### config.mk
export PLATFORM = sky130hd
export DESIGN_NAME = button_mmio
export DESIGN_NICKNAME = d
export VERILOG_FILES = /design/src/rtl/button_mmio.sv
export SDC_FILE = /design/constraint.sdc
export NUM_CORES = 1
export LEC_CHECK = 0
export ABC_CLOCK_PERIOD_IN_PS = 6250
export BUFFER_PORTS_ARGS = -buffer_cell sky130_fd_sc_hd__buf_2
export CAP_MARGIN = 40
export CORE_UTILIZATION = 40
export DETAILED_ROUTE_END_ITERATION = 12
export GPL_TIMING_DRIVEN = 0
export MAX_ROUTING_LAYER = met4
export PLACE_DENSITY = 0.62
export SETUP_SLACK_MARGIN = 0.3
export SYNTH_ARGS = -nofsm -noshare
export SYNTH_HDL_FRONTEND = slang
export SYNTH_SLANG_ARGS = --single-unit
### constraint.sdc
create_clock -name clk -period 6.25 [get_ports clk]
set_input_delay 0.9375 -clock clk [delete_from_list [all_inputs] [get_ports clk]]
set_output_delay 0.9375 -clock clk [all_outputs]
set_load 0.01 [all_outputs]
### src/rtl/button_mmio.sv
// button_mmio: synchronized, debounced push-buttons with sticky press flags,
// press counter and LED register on the core's unified memory bus.
module button_mmio #(
  parameter int          N_BTN           = 4,
  parameter int          DEBOUNCE_CYCLES = 16,
  parameter int          N_LED           = 8,
  parameter logic [31:0] BASE_ADDR       = 32'h0000_1000
) (
  input  logic             clk,
  input  logic             reset,
  input  logic [31:0]      Address,
  input  logic [31:0]      WriteData,
  input  logic             MemWrite,
  input  logic [N_BTN-1:0] btn_in,
  output logic [31:0]      ReadData,
  output logic             sel_q,
  output logic [N_LED-1:0] leds
);
  localparam int CW = $clog2(DEBOUNCE_CYCLES) + 1;
  localparam logic [CW-1:0] CMAX = CW'(DEBOUNCE_CYCLES - 1);
  logic [N_BTN-1:0] s1, s2, stable, ev, term, rise, clr;
  logic [CW-1:0]    cnt [N_BTN];
  logic [31:0]      press_cnt, pc, rdata;
  logic             hit, wr;
  logic [1:0]       off;
  assign hit = Address[31:4] == BASE_ADDR[31:4];
  assign off = Address[3:2];
  assign wr  = MemWrite && hit;
  // term: the new level has persisted long enough and is accepted this edge
  always_comb begin
    term = '0;
    rise = '0;
    pc   = '0;
    for (int i = 0; i < N_BTN; i++) begin
      term[i] = (s2[i] != stable[i]) && (cnt[i] == CMAX);
      rise[i] = term[i] && s2[i];
      pc      = pc + 32'(rise[i]);
    end
    clr   = (wr && off == 2'd1) ? WriteData[N_BTN-1:0] : '0;
    rdata = off == 2'd0 ? 32'(stable) :
            off == 2'd1 ? 32'(ev) :
            off == 2'd2 ? 32'(leds) : press_cnt;
  end
  always_ff @(posedge clk) begin
    if (reset) begin
      s1        <= '0;
      s2        <= '0;
      stable    <= '0;
      ev        <= '0;
      press_cnt <= '0;
      leds      <= '0;
      ReadData  <= '0;
      sel_q     <= 1'b0;
      for (int i = 0; i < N_BTN; i++) cnt[i] <= '0;
    end else begin
      s1 <= btn_in;
      s2 <= s1;
      for (int i = 0; i < N_BTN; i++)
        cnt[i] <= (s2[i] == stable[i] || term[i]) ? '0 : cnt[i] + CW'(1);
      stable    <= stable ^ term;
      ev        <= (ev & ~clr) | rise;
      press_cnt <= (wr && off == 2'd3) ? WriteData : press_cnt + pc;
      leds      <= (wr && off == 2'd2) ? WriteData[N_LED-1:0] : leds;
      ReadData  <= hit ? rdata : '0;
      sel_q     <= hit;
    end
  end
endmodule

==> summary.txt, run 1 <==
Status
  • Run status: complete, no violations

Global routing
  • Global Route met1 Usage: 0.2275
  • Antenna violations before repair: 0
  • Most crowded layer after global routing: met2
  • Pin count of the biggest net entering global routing: 16
  • Met3 global-route usage: 0.02964
  • All-Layer GR Usage: 0.1821
  • GRT met2 Usage: 0.2974
  • Total congestion overflow: 0
  • Wire length of the first global-routing pass: 16220 um
  • Vias in the first global route: 3410

Drt
  • Detailed-route wire length: 10120 um
  • Router iterations before antenna repair: 4
  • Remaining number of nets flagged by the antenna check after routing: 0
  • Vias per Instance: 4.916
  • Number of vias after detailed routing: 3495
  • Detailed router's first-iteration violation count: 131
  • WL/cell: 14.23 um
  • DR DRC count: 0

Place
  • Sum of net half-perimeters after detailed placement: 7775 um
  • Count of buffers from port buffering: 107
  • Global placer's final weighted congestion: 0.7843
  • Placed cell area: 5330 um2
  • DP Worst Slack: 2.557 ns

Power and ir drop
  • Overall power consumption: 0.001280 W
  • Worst vdd rail ir drop: 0.1897 mV
  • Leakage power figure: 2.237 nW
  • Total power density per cell area: 228.2 nW/um2

STA
  • Slew headroom: 0.4108
  • Final clock skew: 0.004713 ns
  • Min cycle time layout: 3.722 ns
  • RSZ-0062 raised after global routing: false
  • Final Max Tran Viols: 0
  • Final setup vio count: 0
  • Hold Worst Slack: 0.4466 ns
  • Hold violation total from the final report: 0
  • Final cycle utilization of the critical path: 0.5955
  • Highest clock rate: 268.7 MHz
  • Slew at the pin closest to its max-slew limit: 0.8790 ns
  • Min setup slack post-route: 2.528 ns
  • Sum Neg Setup Slack: 0 ns

Final layout
  • Cell area after layout: 5609 um2
  • Post-layout nets: 650
  • Number of inserted diodes: 0
  • Layout cells sized above 1: 0.2960
  • Area growth from synthesis to layout: 21.42%
  • Number of filler cells placed in the layout: 1054

Yosys
  • Post-Synthesis Cells: 449
  • Unique masters post-synth: 38
  • Netlist Area Pre-Place: 4619 um2
  • Syn. warnings: 0
  • Mean post-synth cell area: 10.29 um2
  • Number of flip-flops and latches in the synthesized netlist: 109
  • Post-synthesis net count: 532
  • Part of the Yosys area used for sequential elements: 0.4724

Die
  • Die width: 109.5 um
  • Die Height: 109.5 um
  • Area of the core region: 11030 um2
  • Num rows: 38
  • Number of I/O pins: 112
  • Area enclosed by the die boundary: 11980 um2
  • Initial Util: 0.4188

Clocking
  • PostCTS Resize Cnt: 0
  • Maximum buffer depth of the clock tree: 2
  • CTS H-tree depth: 3
  • CTS buffer count: 9
  • Root buf cell: sky130_fd_sc_hd__clkbuf_16
  • Reg clk slew, reported paths: 0.06 ns
  • CTS tree: done
  • Number of hold buffers added after cts: 0
  • Postcts setup bufs: 0
  • CTS Sinks: 109
  • Clock latency of the later-clocked register in the worst-skew pair: 0.34 ns

Critical path
  • Kind of end point of the critical path: flop
  • Reg-to-Reg Start: cnt[0][0]
  • Crit start category: flop
  • Launch point of the critical path: cnt[0][0]
  • Data arrival at the endpoint of the critical path: 3.97 ns
  • Type of the worst setup path: flop to flop
  • Critical-path maximum fanout: 5
  • Worst endpoint required time: 6.50 ns

Hold path
  • HP Start: s1[1]
  • Hold Crit Class: flop to flop

Flow run
  • Reported max-cap violation count: 0
-- critical path, cell delays in order, from the launching register on --
cell	delay [ns]
sky130_fd_sc_hd__dfxtp_1	0.36
sky130_fd_sc_hd__ha_1	0.19
sky130_fd_sc_hd__and3_1	0.17
sky130_fd_sc_hd__ha_1	0.20
sky130_fd_sc_hd__nand3b_1	0.19
sky130_fd_sc_hd__fa_1	0.54
sky130_fd_sc_hd__fa_1	0.42
sky130_fd_sc_hd__inv_1	0.08
sky130_fd_sc_hd__fa_1	0.23
sky130_fd_sc_hd__and4_1	0.32
sky130_fd_sc_hd__and3_1	0.32
sky130_fd_sc_hd__nor3b_1	0.27
sky130_fd_sc_hd__xnor2_1	0.11
sky130_fd_sc_hd__a211oi_2	0.22
-- synthesized netlist by cell type --
cell type / count / area (um2)
sky130_fd_sc_hd__o21ai_0: 3 / 15.01
sky130_fd_sc_hd__nor2b_1: 13 / 81.33
sky130_fd_sc_hd__nor3_2: 1 / 10.01
sky130_fd_sc_hd__or2_1: 1 / 6.260
sky130_fd_sc_hd__buf_4: 1 / 7.510
sky130_fd_sc_hd__xor2_1: 16 / 140.1
sky130_fd_sc_hd__nor2_1: 74 / 277.8
sky130_fd_sc_hd__o2111ai_1: 2 / 17.52
sky130_fd_sc_hd__inv_1: 17 / 63.81
sky130_fd_sc_hd__nor3_1: 8 / 40.04
sky130_fd_sc_hd__buf_6: 4 / 45.04
sky130_fd_sc_hd__a211oi_2: 30 / 375.4
sky130_fd_sc_hd__nand3_1: 10 / 50.05
sky130_fd_sc_hd__buf_1: 1 / 3.750
sky130_fd_sc_hd__a311oi_1: 4 / 35.03
sky130_fd_sc_hd__or3_1: 7 / 43.79
sky130_fd_sc_hd__nand3b_1: 5 / 37.54
sky130_fd_sc_hd__mux2i_1: 17 / 170.2
sky130_fd_sc_hd__clkbuf_2: 2 / 10.01
sky130_fd_sc_hd__clkbuf_1: 7 / 26.28
sky130_fd_sc_hd__nor3b_1: 2 / 15.01
sky130_fd_sc_hd__and4_1: 5 / 43.79
sky130_fd_sc_hd__nand4_2: 1 / 12.51
sky130_fd_sc_hd__buf_2: 3 / 15.01
sky130_fd_sc_hd__ha_1: 9 / 112.6
sky130_fd_sc_hd__nand4_1: 5 / 31.28
sky130_fd_sc_hd__or4_1: 1 / 7.510
sky130_fd_sc_hd__nor4b_4: 1 / 23.77
sky130_fd_sc_hd__and3_1: 8 / 50.05
sky130_fd_sc_hd__xnor2_1: 25 / 219.0
sky130_fd_sc_hd__nor4_1: 9 / 56.30
sky130_fd_sc_hd__dfxtp_1: 109 / 2182
sky130_fd_sc_hd__nand2_1: 11 / 41.29
sky130_fd_sc_hd__and2_1: 28 / 175.2
sky130_fd_sc_hd__nor4b_2: 1 / 15.01
sky130_fd_sc_hd__o211ai_2: 1 / 12.51
sky130_fd_sc_hd__fa_1: 3 / 60.06
sky130_fd_sc_hd__mux4_2: 4 / 90.09
-- power by group --
| part | switching [W] | internal [W] | leakage, nW | total (W) |
|---|---|---|---|---|
| combinational | 0.0000236 | 0.0000214 | 1.22 | 0.0000450 |
| clock | 0.000235 | 0.000301 | 0.139 | 0.000536 |
| sequential | 0.00000186 | 0.000697 | 0.880 | 0.000699 |
-- logic make-up after synthesis --
family	after synthesis	synth area share
adder cells (fa/ha/maj)	12	0.03738
flip-flops	109	0.4724
XOR/XNOR	41	0.07773
AO/OA/AOI/OAI	40	0.09859
AND/OR/NAND/NOR	191	0.2205
buffers and inverters	35	0.03711
multiplexers	21	0.05634
-- registers in the layout, indices dropped and copies added, names as in the netlist, named ones only --
name	flops
s2	4
ev	4
leds	8
cnt	20
s1	4
ReadData	32
sel_q	1
press_cnt	32
-- final cells by class --
class	instances	area [um2]	share of cell area
buffer	18	107.6	0.01918
clock buffer	14	274.0	0.04885
clock inverter	1	5.005	0.0008923
inverter	17	63.81	0.01138
multi-input combinational	305	2266	0.4040
sequential	109	2182	0.3890
tap	140	175.2	0.03123
timing repair buffer	107	535.5	0.09547
-- path summary, 6_finish.rpt --
check	cells past startpoint	slack, ns	to
worst max-delay path	13	2.53	press_cnt[22]
worst min-delay path	1	0.45	s2[1]
worst max register to register	13	2.53	press_cnt[22]
worst min register to register	1	0.45	s2[1]
-- through the flow --
stage          cells  utilization
2_1_floorplan    449            -
3_3_place_gp     696       0.4832
3_5_place_dp     696       0.4832
4_1_cts          711       0.5085
5_1_grt          711       0.5085
6_report         711       0.5085
-- placed cells by master (no fill, tap or decap), types with 2 or more instances in the layout --
| master | count |
|---|---|
| sky130_fd_sc_hd__xnor2_1 | 25 |
| sky130_fd_sc_hd__inv_1 | 17 |
| sky130_fd_sc_hd__buf_2 | 110 |
| sky130_fd_sc_hd__mux2i_1 | 17 |
| sky130_fd_sc_hd__clkbuf_8 | 3 |
| sky130_fd_sc_hd__nor3b_1 | 2 |
| sky130_fd_sc_hd__buf_6 | 4 |
| sky130_fd_sc_hd__clkbuf_1 | 9 |
| sky130_fd_sc_hd__clkbuf_16 | 9 |
| sky130_fd_sc_hd__xor2_1 | 16 |
| sky130_fd_sc_hd__nor2_1 | 74 |
| sky130_fd_sc_hd__mux4_2 | 4 |
| sky130_fd_sc_hd__nand3_1 | 10 |
| sky130_fd_sc_hd__dfxtp_1 | 109 |
| sky130_fd_sc_hd__ha_1 | 9 |
| sky130_fd_sc_hd__and3_1 | 8 |
| sky130_fd_sc_hd__clkbuf_2 | 2 |
| sky130_fd_sc_hd__nand2_1 | 11 |
| sky130_fd_sc_hd__a211oi_2 | 30 |
| sky130_fd_sc_hd__and4_1 | 5 |
| sky130_fd_sc_hd__nor2b_1 | 13 |
| sky130_fd_sc_hd__o2111ai_1 | 2 |
| sky130_fd_sc_hd__nand3b_1 | 5 |
| sky130_fd_sc_hd__nand4_1 | 5 |
| sky130_fd_sc_hd__or3_1 | 7 |
| sky130_fd_sc_hd__fa_1 | 3 |
| sky130_fd_sc_hd__and2_1 | 28 |
| sky130_fd_sc_hd__o21ai_0 | 3 |
| sky130_fd_sc_hd__nor3_1 | 8 |
| sky130_fd_sc_hd__nor4_1 | 9 |
| sky130_fd_sc_hd__a311oi_1 | 4 |
-- per-layer routing --
metal  share of wire  vias up
met5               0        -
li1                -     1772
met2            0.49       70
met4           0.014        0
met1            0.46     1642
met3           0.034       11
Power figures use the tool's default switching activity.
==> run 2, diff against run 1 <==
ABC_AREA = 1   (was unset)
ABC_CLOCK_PERIOD_IN_PS = 3900   (was 6250)
PLACE_DENSITY = 0.61   (was 0.62)
clock period = 3.9 ns   (was 6.25 ns; I/O delays follow)
==> run 2 against run 1 <==
Die area grew 5.7%. Count of clock-buffer cells in the layout shrank 5. First-iteration DRC count up 82%. Routed wire length up 26%. Critical path type unchanged. Critical endpoint is now press_cnt[16].
==> summary.txt, run 2 <==
Critical path
  • Endpoint of the lowest-slack register-to-register path: press_cnt[16]
  • Crit start category: flop
  • Path depth of the worst reg2reg path: 17
  • Largest delay contributor family on the critical path: adder cells
  • Worst path slowest cell: sky130_fd_sc_hd__fa_1
  • Type of the worst setup path: flop to flop
  • Worst endpoint required time: 4.16 ns
  • Setup slack on the worst flop-to-flop path: 0.54 ns
  • Combined buffer and inverter count along the critical path: 2
  • Reg-to-Reg Start: cnt[0][0]
  • Critical-path maximum fanout: 5
  • Data arrival at the endpoint of the critical path: 3.61 ns
  • Biggest cell delay along the critical path: 0.53 ns
  • Worst path most repeated cell: sky130_fd_sc_hd__nand2_1
  • Worst path cell trace: ha_1 -> nand2_1 -> nor2_1 -> ha_1 -> nand3_1 -> fa_1 -> fa_2 -> inv_1 -> fa_2 -> nand3_4 -> nor2_4 -> nand2_1 -> nor2_2 -> xor2_1 -> nand2_1 -> inv_1 -> nor2_1
  • Kind of end point of the critical path: flop

Place
  • Global placer's final weighted congestion: 0.9275
  • Sum of net half-perimeters after detailed placement: 9970 um
  • Count of buffers from port buffering: 109
  • DP Worst Slack: 0.2224 ns

Drt
  • Router iterations before antenna repair: 4
  • Vias per Instance: 4.784
  • Number of vias after detailed routing: 4650
  • DR DRC count: 0
  • Length of routed met3 wiring: 613 um
  • Routed length on met1: 5591 um
  • Top routing layer used: met4
  • Detailed router's first-iteration violation count: 238
  • Met2 wire length: 6259 um
  • WL/cell: 13.08 um
  • Detailed-route wire length: 12710 um
  • Remaining number of nets flagged by the antenna check after routing: 0

Die
  • Number of I/O pins: 112
  • Area of the core region: 11960 um2
  • Die width: 112.6 um
  • Num rows: 40
  • Initial Util: 0.4087
  • Area enclosed by the die boundary: 12670 um2
  • Die Height: 112.6 um

Power and ir drop
  • Worst vdd rail ir drop: 0.3162 mV
  • Leakage power figure: 2.423 nW
  • Total power density per cell area: 363.3 nW/um2
  • Overall power consumption: 0.002174 W

Clocking
  • Root buf cell: sky130_fd_sc_hd__clkbuf_16
  • Maximum buffer depth of the clock tree: 2
  • CTS buffer count: 9
  • Reg clk slew, reported paths: 0.08 ns
  • CTS H-tree depth: 3
  • CTS Sinks: 109
  • Number of hold buffers added after cts: 0
  • Clock latency of the later-clocked register in the worst-skew pair: 0.37 ns
  • CTS tree: done

STA
  • Final setup vio count: 0
  • Slew at the pin closest to its max-slew limit: 0.5844 ns
  • Hold Worst Slack: 0.4026 ns
  • Highest clock rate: 297.9 MHz
  • RSZ-0062 raised after global routing: false
  • Final Max Tran Viols: 0
  • Sum Neg Setup Slack: 0 ns
  • Hold violation total from the final report: 0
  • Final clock skew: 0.008770 ns
  • Slew headroom: 0.6104
  • Min cycle time layout: 3.356 ns
  • Final cycle utilization of the critical path: 0.8606
  • Min setup slack post-route: 0.5436 ns

Final layout
  • Area of the multi-input gates: 2340 um2
  • Layout cells sized above 1: 0.1903
  • Area occupied by registers: 2182 um2
  • Largest registers in the final layout: ReadData x32, press_cnt x32, cnt x20
  • Top library cells by usage in the layout, fill and taps aside: sky130_fd_sc_hd__nand2_1, sky130_fd_sc_hd__nor2_1, sky130_fd_sc_hd__buf_2
  • Most frequent standard cell in the layout excluding fill and tap cells: sky130_fd_sc_hd__nand2_1
  • Area growth from synthesis to layout: 22.45%
  • Layout Utilization: 0.5004
  • Number of filler cells placed in the layout: 1239
  • Number of inserted diodes: 0
  • Post-layout nets: 903

Yosys
  • Number of flip-flops and latches in the synthesized netlist: 109
  • List of most frequent post-synthesis cells: sky130_fd_sc_hd__nand2_1, sky130_fd_sc_hd__nor2_1, sky130_fd_sc_hd__dfxtp_1
  • Post-Synthesis Cells: 697
  • Part of the Yosys area used for sequential elements: 0.4464
  • Mean post-synth cell area: 7.014 um2
  • Syn. warnings: 0
  • Library cell occupying the most area in the post-synthesis netlist: sky130_fd_sc_hd__dfxtp_1
  • Post-synthesis net count: 780
  • Cells taking the most area after synthesis: sky130_fd_sc_hd__dfxtp_1, sky130_fd_sc_hd__nand2_1, sky130_fd_sc_hd__nor2_1
  • Share of synthesized flip-flops with an asynchronous set or reset: 0
  • Most frequent cell after synthesis: sky130_fd_sc_hd__nand2_1
  • Netlist Area Pre-Place: 4888 um2
  • Area share of the largest cell type after synthesis: 0.4464
  • Number of flops mapped to enable cells by yosys: 0
  • Top FF cell, synth: sky130_fd_sc_hd__dfxtp_1
  • Unique masters post-synth: 31

Flow run
  • Reported max-cap violation count: 0

Hold path
  • HP Start: s1[0]
  • Hold endpoint: s2[0]
  • Hold Path Stages: 2
  • Hold Crit Class: flop to flop

Status
  • Run status: complete, no violations

Global routing
  • Wire length of the first global-routing pass: 21190 um
  • Antenna violations before repair: 0
  • Total congestion overflow: 0
  • Vias in the first global route: 4593
  • Pin count of the biggest net entering global routing: 21
  • All-Layer GR Usage: 0.2220
## run 2: kinds of logic (layout without fill, tap and decap cells)
| logic type | count (synthesis) | count (layout) | synth area share |
|---|---|---|---|
| buf+inv | 99 | 227 | 0.08165 |
| xor+xnor | 14 | 14 | 0.02508 |
| fa+ha+maj | 12 | 12 | 0.03532 |
| simple gates | 382 | 382 | 0.3210 |
| compound gates | 81 | 81 | 0.09061 |
| flops | 109 | 109 | 0.4464 |
## run 2: layout make-up
class / instances / area share
Buffer: 15 / 0.01401
Clock inverter: 7 / 0.01463
Timing Repair Buffer: 112 / 0.09490
Sequential cell: 109 / 0.3645
Tap cell: 147 / 0.03073
Inverter: 84 / 0.05268
Multi-Input combinational cell: 489 / 0.3909
Clock buffer: 9 / 0.03763
## run 2: worst min-delay path, stage by stage, from the launching register on
cell and delay (ns):
sky130_fd_sc_hd__dfxtp_1 0.30, sky130_fd_sc_hd__inv_1 0.04, sky130_fd_sc_hd__nor2_1 0.03
## run 2: what timing repair did
item | in CTS | in global routing
setup endpoints to repair | 5 | 7
cloned | 0 | 0
pin swaps | 0 | 4
setup buffers | 0 | 3
resized for setup | 1 | 9
## run 2: stage by stage
stage | instances | cell area (um2)
2_1_floorplan | 697 | 4888
3_3_place_gp | 953 | 5618
3_5_place_dp | 953 | 5618
4_1_cts | 969 | 5936
5_1_grt | 972 | 5986
6_report | 972 | 5986
## run 2: worst max-delay path by stage
stage	start	end	slack [ns]	cells past startpoint
final	cnt[0][0]	press_cnt[16]	0.54	17
after CTS	cnt[3][0]	press_cnt[16]	0.31	17
after global placement	cnt[3][0]	press_cnt[16]	0.29	17
after floorplan	cnt[0][0]	press_cnt[16]	0.74	17
after detailed placement	cnt[3][0]	press_cnt[16]	0.22	17
after global routing	cnt[3][0]	press_cnt[30]	0.30	18
## run 2: power by group
| part | leakage [nW] | total [W] | internal [W] | switching (W) |
|---|---|---|---|---|
| clock network | 0.154 | 0.000971 | 0.000514 | 0.000457 |
| logic | 1.39 | 0.0000831 | 0.0000353 | 0.0000478 |
| registers | 0.880 | 0.00112 | 0.00112 | 0.00000319 |
| total | 2.42 | 0.00217 | 0.00167 | 0.000508 |
## run 2: metal layers
| metal | GRT usage | vias to the layer above |
|---|---|---|
| li1 | - | 2432 |
| met2 | 0.3897 | 125 |
| met5 | - | - |
| met1 | 0.2506 | 2076 |
| met4 | 0.07911 | 0 |
| met3 | 0.04320 | 17 |
